===== src/rtl/event_handshake_tx.sv =====
// Sender side of a 4-phase req/ack link: counts single-cycle events and ships them
// one handshake at a time to a foreign clock domain, with timeout and overflow reporting.
module event_handshake_tx #(
    parameter int SYNC_STAGES = 2,
    parameter int CNT_W       = 4,
    parameter int TIMEOUT     = 1000
) (
    input  logic             clk,
    input  logic             rst,
    input  logic             evt_in,
    input  logic             ack_in,
    input  logic             clr_err,
    output logic             req_out,
    output logic             busy,
    output logic [CNT_W-1:0] pending,
    output logic             overflow,
    output logic             timeout_err
);

    typedef enum logic [1:0] {
        ST_IDLE,
        ST_REQ_HI,
        ST_REQ_LO
    } state_t;

    localparam logic [CNT_W-1:0] PEND_MAX = '1;
    localparam logic [15:0]      TMO_LAST = 16'(TIMEOUT - 1);

    state_t                 r_state;
    state_t                 w_state_next;
    logic [SYNC_STAGES-1:0] r_ack_sync;
    logic [15:0]            r_tmo_cnt;
    logic [CNT_W-1:0]       r_pending;
    logic                   r_req;
    logic                   r_busy;
    logic                   r_ovf;
    logic                   r_terr;
    logic                   w_ack_s;
    logic                   w_dec;
    logic                   w_tmo;
    logic                   w_req_next;
    logic                   w_terr_set;
    logic                   w_ovf_set;

    // ack_in is asynchronous; only the last flop of the chain may be looked at.
    assign w_ack_s = r_ack_sync[SYNC_STAGES-1];

    // NOTE: state registers use non-blocking assignments so every flop samples pre-edge values.
    always_ff @(posedge clk) begin
        if (rst) begin
            r_ack_sync <= '0;
        end else begin
            r_ack_sync <= {r_ack_sync[SYNC_STAGES-2:0], ack_in};
        end
    end

    assign w_dec     = (r_state == ST_IDLE) && (r_pending != '0);
    assign w_tmo     = (r_tmo_cnt == TMO_LAST);
    assign w_ovf_set = evt_in && !w_dec && (r_pending == PEND_MAX);

    // NOTE: every output of this block gets a default first, so no path can infer a latch.
    always_comb begin
        w_state_next = r_state;
        w_req_next   = r_req;
        w_terr_set   = 1'b0;
        case (r_state)
            ST_IDLE: begin
                if (w_dec) begin
                    w_state_next = ST_REQ_HI;
                    w_req_next   = 1'b1;
                end
            end
            ST_REQ_HI: begin
                if (w_ack_s) begin
                    w_state_next = ST_REQ_LO;
                    w_req_next   = 1'b0;
                end else if (w_tmo) begin
                    w_state_next = ST_REQ_LO;
                    w_req_next   = 1'b0;
                    w_terr_set   = 1'b1;
                end
            end
            ST_REQ_LO: begin
                if (!w_ack_s) begin
                    w_state_next = ST_IDLE;
                end else if (w_tmo) begin
                    w_state_next = ST_IDLE;
                    w_terr_set   = 1'b1;
                end
            end
            default: begin
                w_state_next = ST_IDLE;
                w_req_next   = 1'b0;
            end
        endcase
    end

    always_ff @(posedge clk) begin
        if (rst) begin
            r_state   <= ST_IDLE;
            r_busy    <= 1'b0;
            r_req     <= 1'b0;
            r_tmo_cnt <= '0;
            r_pending <= '0;
            r_ovf     <= 1'b0;
            r_terr    <= 1'b0;
        end else begin
            r_state <= w_state_next;
            r_busy  <= (w_state_next != ST_IDLE);
            r_req   <= w_req_next;

            // Counter restarts on every state entry and only runs in the wait states.
            if ((w_state_next != r_state) || (r_state == ST_IDLE)) begin
                r_tmo_cnt <= '0;
            end else begin
                r_tmo_cnt <= r_tmo_cnt + 16'd1;
            end

            // Simultaneous arrival and dispatch cancel out, even with the counter full.
            if (evt_in && !w_dec) begin
                if (r_pending != PEND_MAX) begin
                    r_pending <= r_pending + 1'b1;
                end
            end else if (w_dec && !evt_in) begin
                r_pending <= r_pending - 1'b1;
            end

            if (w_ovf_set) begin
                r_ovf <= 1'b1;
            end else if (clr_err) begin
                r_ovf <= 1'b0;
            end

            if (w_terr_set) begin
                r_terr <= 1'b1;
            end else if (clr_err) begin
                r_terr <= 1'b0;
            end
        end
    end

    assign req_out     = r_req;
    assign busy        = r_busy;
    assign pending     = r_pending;
    assign overflow    = r_ovf;
    assign timeout_err = r_terr;

endmodule

===== config.mk =====
export PLATFORM = sky130hd
export DESIGN_NAME = event_handshake_tx
export DESIGN_NICKNAME = d
export VERILOG_FILES = /design/src/rtl/event_handshake_tx.sv
export SDC_FILE = /design/constraint.sdc
export NUM_CORES = 1
export LEC_CHECK = 0
export ABC_AREA = 1
export CELL_PAD_IN_SITES_DETAIL_PLACEMENT = 1
export CELL_PAD_IN_SITES_GLOBAL_PLACEMENT = 2
export CORE_UTILIZATION = 36
export DETAILED_ROUTE_END_ITERATION = 6
export GPL_ROUTABILITY_DRIVEN = 0
export MAX_ROUTING_LAYER = met4
export PLACE_DENSITY = 0.8
export SLEW_MARGIN = 20
export SYNTH_ARGS = -nofsm -noshare
export SYNTH_HDL_FRONTEND = slang
export SYNTH_SLANG_ARGS = --single-unit
export TNS_END_PERCENT = 5

===== constraint.sdc =====
create_clock -name clk -period 3.47 [get_ports clk]
set_input_delay 0.694 -clock clk [delete_from_list [all_inputs] [get_ports clk]]
set_output_delay 0.694 -clock clk [all_outputs]
set_load 0.05 [all_outputs]

== After elaboration in Yosys (flattened, before gate mapping) ==
Cells that the tools add are included.

* Register bits after elaboration: 28
* Bits of input ports: 5
* Output and inout port bits: 8
* Word-level logic and storage cells: 57

* Add/subtract/negate cells: 3
* Equal/unequal tests: 9
* Muxes and demuxes: 20
* Bitwise operators: 1
* Reduce and logical (&&, ||, !) cells: 16

{| class="wikitable"
|+ Operators with widths
! operator !! count
|-
| adder 16 x 1 -> 16 bit (second input constant) || 1
|-
| == test 16 x 10 -> 1 bit (second input constant) || 1
|-
| two-way mux 4 bit || 3
|-
| two-way mux 2 bit || 5
|-
| two-way mux 1 bit || 9
|-
| nonzero test 2 bit || 4
|-
| case mux 2 bit (3 select lines) || 1
|-
| adder 4 x 1 -> 4 bit (second input constant) || 1
|-
| == test 4 bit (second input constant) || 1
|-
| logical AND 1 bit || 4
|-
| != test 4 bit (second input constant) || 1
|-
| nonzero test 4 bit || 1
|-
| subtractor 4 x 1 -> 4 bit (second input constant) || 1
|-
| != test 3 bit (second input constant) || 1
|-
| case mux 1 bit (3 select lines) || 1
|-
| AND reduction 3 bit || 1
|-
| == test 2 x 1 -> 1 bit (second input constant) || 1
|-
| == test 2 bit (second input constant) || 1
|-
| zero test 1 bit || 2
|-
| zero test 2 bit || 1
|-
| != test 2 x 1 -> 1 bit (second input constant) || 1
|-
| != test 2 bit || 1
|-
| != test 2 bit (second input constant) || 1
|-
| case mux 1 bit (2 select lines) || 1
|-
| other kinds (4) || 4
|}

== Depth between registers and ports, before layout ==
* Depth after elaboration: 7
* Depth in mapped cells: 13
* Gate-level depth less buffers: 12

== Worst setup path before layout ==
No wires, ideal clock.

* Path type: register -> register
* From: register r_pending[0] (netlist: pending[0])
* To: register r_pending[3] (netlist: pending[3])
* Library setup time: 0.115 ns
* Arrival: 2.058 ns
* Required time: 3.355 ns
* Slack: 1.297 ns
* Cell stages (with the launch flop): 13
* Path buffers: 0
* Clock period less this slack: 2.173 ns
* Path through: dfxtp_1 inv_1 nand3_1 nand2_1 nand2_1 ha_1 a21oi_1 nand2_1 xnor2_1 nor2_1 nand2_1 nand2_1 nor2_1

* Longest elaborated chain between the ends: 6
* Elaborated cells between the ends (all ways): 14
* Those cells by class: 2 x add/sub; 2 x eq/ne; 3 x mux; 7 x reduce/logical

{| class="wikitable"
|+ RTL lines
! element !! line !! source
|-
| from (decl) || 33 || <nowiki>logic [CNT_W-1:0] r_pending;</nowiki>
|-
| from (signal assigned) || 122 || <nowiki>r_pending <= r_pending + 1'b1;</nowiki>
|-
| from (signal assigned) || 125 || <nowiki>r_pending <= r_pending - 1'b1;</nowiki>
|-
| branches (longest 6 deep; another with subtractor 4 x 1 -> 4 bit) || -- ||
|}

Several ways; the timed one is not identified. The select of a mux whose other input is x is not followed.
A chain may end at the register's enable or synchronous reset.

== Final worst setup path ==
* From: register r_pending[0] (netlist: pending[0])
* To: output pending[0]

{| class="wikitable"
|+ RTL lines
! element !! line !! source
|-
| to (decl) || 15 || <nowiki>output logic [CNT_W-1:0] pending,</nowiki>
|}

No word-level cell between the ends.

==> impl_metrics.env <==
export IMPL_synth_mux_area_share_pct=0
export IMPL_wl_per_cell_um=12.7
export IMPL_tightest_slew_ns=0.514
export IMPL_crit_chain="clkdlybuf4s50_1"
export IMPL_yosys_most_used_dff="dfxtp_1"
export IMPL_cts_root_buffer="clkbuf_8"
export IMPL_dpl_instance_area_sq_um=1790
export IMPL_crit_slowest_cell="clkdlybuf4s50_1"
export IMPL_num_rows=24
export IMPL_synth_compound_area_share_pct=5.37
export IMPL_num_vias=1364
export IMPL_drive_above_1_share_pct=15.8
export IMPL_powerDensity_nw_per_um2=647
export IMPL_io_buffers=12
export IMPL_synth_simple_area_share_pct=36.1
export IMPL_required_ns=2.78
export IMPL_syn_nets=228
export IMPL_start_kind="flip-flop"
export IMPL_slowest_delay_ns=0.86
export IMPL_cts_tree="built"
export IMPL_clock_sinks=28
export IMPL_num_fill_cells=556
export IMPL_synth_xor_area_share_pct=8.06
export IMPL_clockBufferDepth=2
export IMPL_gr_usage_all_layers_pct=16.6
export IMPL_critPathBufInv=1
export IMPL_stdcell_area_sq_um=1840
export IMPL_path_delay_family="buffers and inverters"
export IMPL_rsz0062_at_grt="false"
export IMPL_min_period_ns=2.30
export IMPL_dpl_hpwl_um=2850
export IMPL_drc=0
export IMPL_min_delay_path_class="reg -> reg"
export IMPL_grt_pass1_vias=1480
export IMPL_num_antenna_cells=0
export IMPL_syn_inst=215
export IMPL_cap_viol_max_count=0
export IMPL_synth_edff_count=0
export IMPL_maxSlewViolCount=0
export IMPL_numCtsBuffers=3
export IMPL_fin_worst_skew_ns=0.00417
export IMPL_area_growth_pct=12.9
export IMPL_synth_distinct_cells=29
export IMPL_initial_utilization_pct=37.4
export IMPL_setup_viol=0
export IMPL_ctsResizeCount=0
export IMPL_coreArea_sq_um=4350
export IMPL_yosysSeqAreaShare_pct=34.4
export IMPL_finalCritPeriodShare_pct=66.2
export IMPL_async_flop_share_pct=0
export IMPL_drt_pass1_iterations=4
export IMPL_synthTopCellsByArea="dfxtp_1, nand2_1, nor3_2"
export IMPL_leakage_nw=0.663
export IMPL_cts_htree_levels=1
export IMPL_vias_per_cell=4.87
export IMPL_hold_viol=0
export IMPL_yosysMostFrequentCell="nand2_1"
export IMPL_synth_seq_cells=28
export IMPL_path_max_fanout=7
export IMPL_slew_headroom_pct=65.6
export IMPL_seq_area_sq_um=561
export IMPL_cts_hold_buf=0
export IMPL_synthAdderAreaFrac_pct=6.60
export IMPL_die_x_um=69.3
export IMPL_fmax_ghz=0.435
export IMPL_multi_input_area_sq_um=916
export IMPL_status="completed"
export IMPL_fin_hold_ws_ns=0.413
export IMPL_netlist_top_cells_count="nand2_1, dfxtp_1, inv_1, nor2_1, nor3_2"
export IMPL_synth_top_area_share_pct=34.4
export IMPL_peakVddDrop_v=0.000383
export IMPL_synth_top_area_cell="dfxtp_1"
export IMPL_yosysWarnings=0
export IMPL_chipHeight_um=69.3
export IMPL_syn_area_sq_um=1630
export IMPL_grt_pass1_wl_um=6380
export IMPL_post_cts_buffers=0
export IMPL_nets=242
export IMPL_synth_top_family_by_area="simple AND/OR/NAND/NOR gates"
export IMPL_clock_latency_ns=0.27
export IMPL_drt_wl_total_um=3560
export IMPL_antenna_found_initial=0
export IMPL_critical_path_class="reg -> out"
export IMPL_io_pins=13
export IMPL_dieArea_sq_um=4800
export IMPL_first_iter_violations=23
export IMPL_path_clk_slew_ns=0.09
export IMPL_end_kind="primary output"
export IMPL_avgSynthCellArea_sq_um=7.58
export IMPL_grt_ovfl_total=0
export IMPL_fin_tns_setup_ns=0
export IMPL_crit_arrival_ns=1.60
export IMPL_grt_max_degree=17
export IMPL_ant_nets=0
==> sequential cells by signal (all words and copies together) (netlist names) <==
register / count
busy: 1
pending: 4
req_out: 1
r_state: 2
timeout_err: 1
overflow: 1
r_ack_sync: 2
r_tmo_cnt: 16
==> logic make-up after synthesis <==
logic type,after synthesis
xor+xnor,15
simple gates,113
compound gates,15
fa+ha+maj,8
flops,28
buf+inv,36
==> metal layers <==
| metal | part of all wire, % | routed length, um | vias to the layer above | global-route usage [%] |
|---|---|---|---|---|
| met5 | 0 | 0 | - | - |
| met4 | 0.56 | 20 | 0 | 2.72 |
| met3 | 2.3 | 81 | 2 | 3.49 |
| met2 | 53 | 1890 | 15 | 31.7 |
| met1 | 44 | 1570 | 643 | 17.5 |
| li1 | - | - | 704 | - |
==> path summary, 6_finish.rpt <==
path | startpoint | end | slack (ns) | depth (start not counted)
hold reg to reg | r_ack_sync[0] | r_ack_sync[1] | 0.41 | 2
setup reg to reg | r_state[1] | pending[3] | 1.27 | 12
setup / recovery | pending[0] | pending[0] | 1.17 | 1
hold / removal | r_ack_sync[0] | r_ack_sync[1] | 0.41 | 2
==> power by group <==
part,internal (mW),switching [mW],total [mW]
clock,0.102,0.103,0.205
combinational,0.191,0.382,0.573
sequential,0.363,0.0494,0.413
==> per-stage QoR <==
stage,setup slack [ns],std cells,power [mW],utilization (%)
floorplan,1.30,215,0.869,-
global placement,1.07,276,0.976,41.0
detailed placement,0.960,276,1.00,41.0
CTS,1.15,280,1.22,42.3
global route,1.09,280,1.29,42.3
finish,1.17,280,1.19,42.3
==> cell usage in the layout (no fill, tap or decap), types with 2 or more instances in the layout <==
master,n
nand3_1,9
nor3_2,12
xor2_1,8
nor2_1,26
nor3_1,10
nand4_1,4
clkdlybuf4s50_1,12
ha_1,7
nand2_2,4
nor2_2,4
clkbuf_8,4
a21oi_1,7
inv_2,5
o21ai_0,4
nand2_1,38
inv_1,28
dfxtp_1,28
nand2_4,2
xnor2_1,7
==> cell type report <==
class	count	area share (%)
clock buffers	4	2.99
inverters	33	6.73
multi-input cells	151	49.8
flip-flops and latches	28	30.5
well taps	52	3.54
repair buffers	12	6.53
No activity file was read; power rests on OpenSTA's default activity.
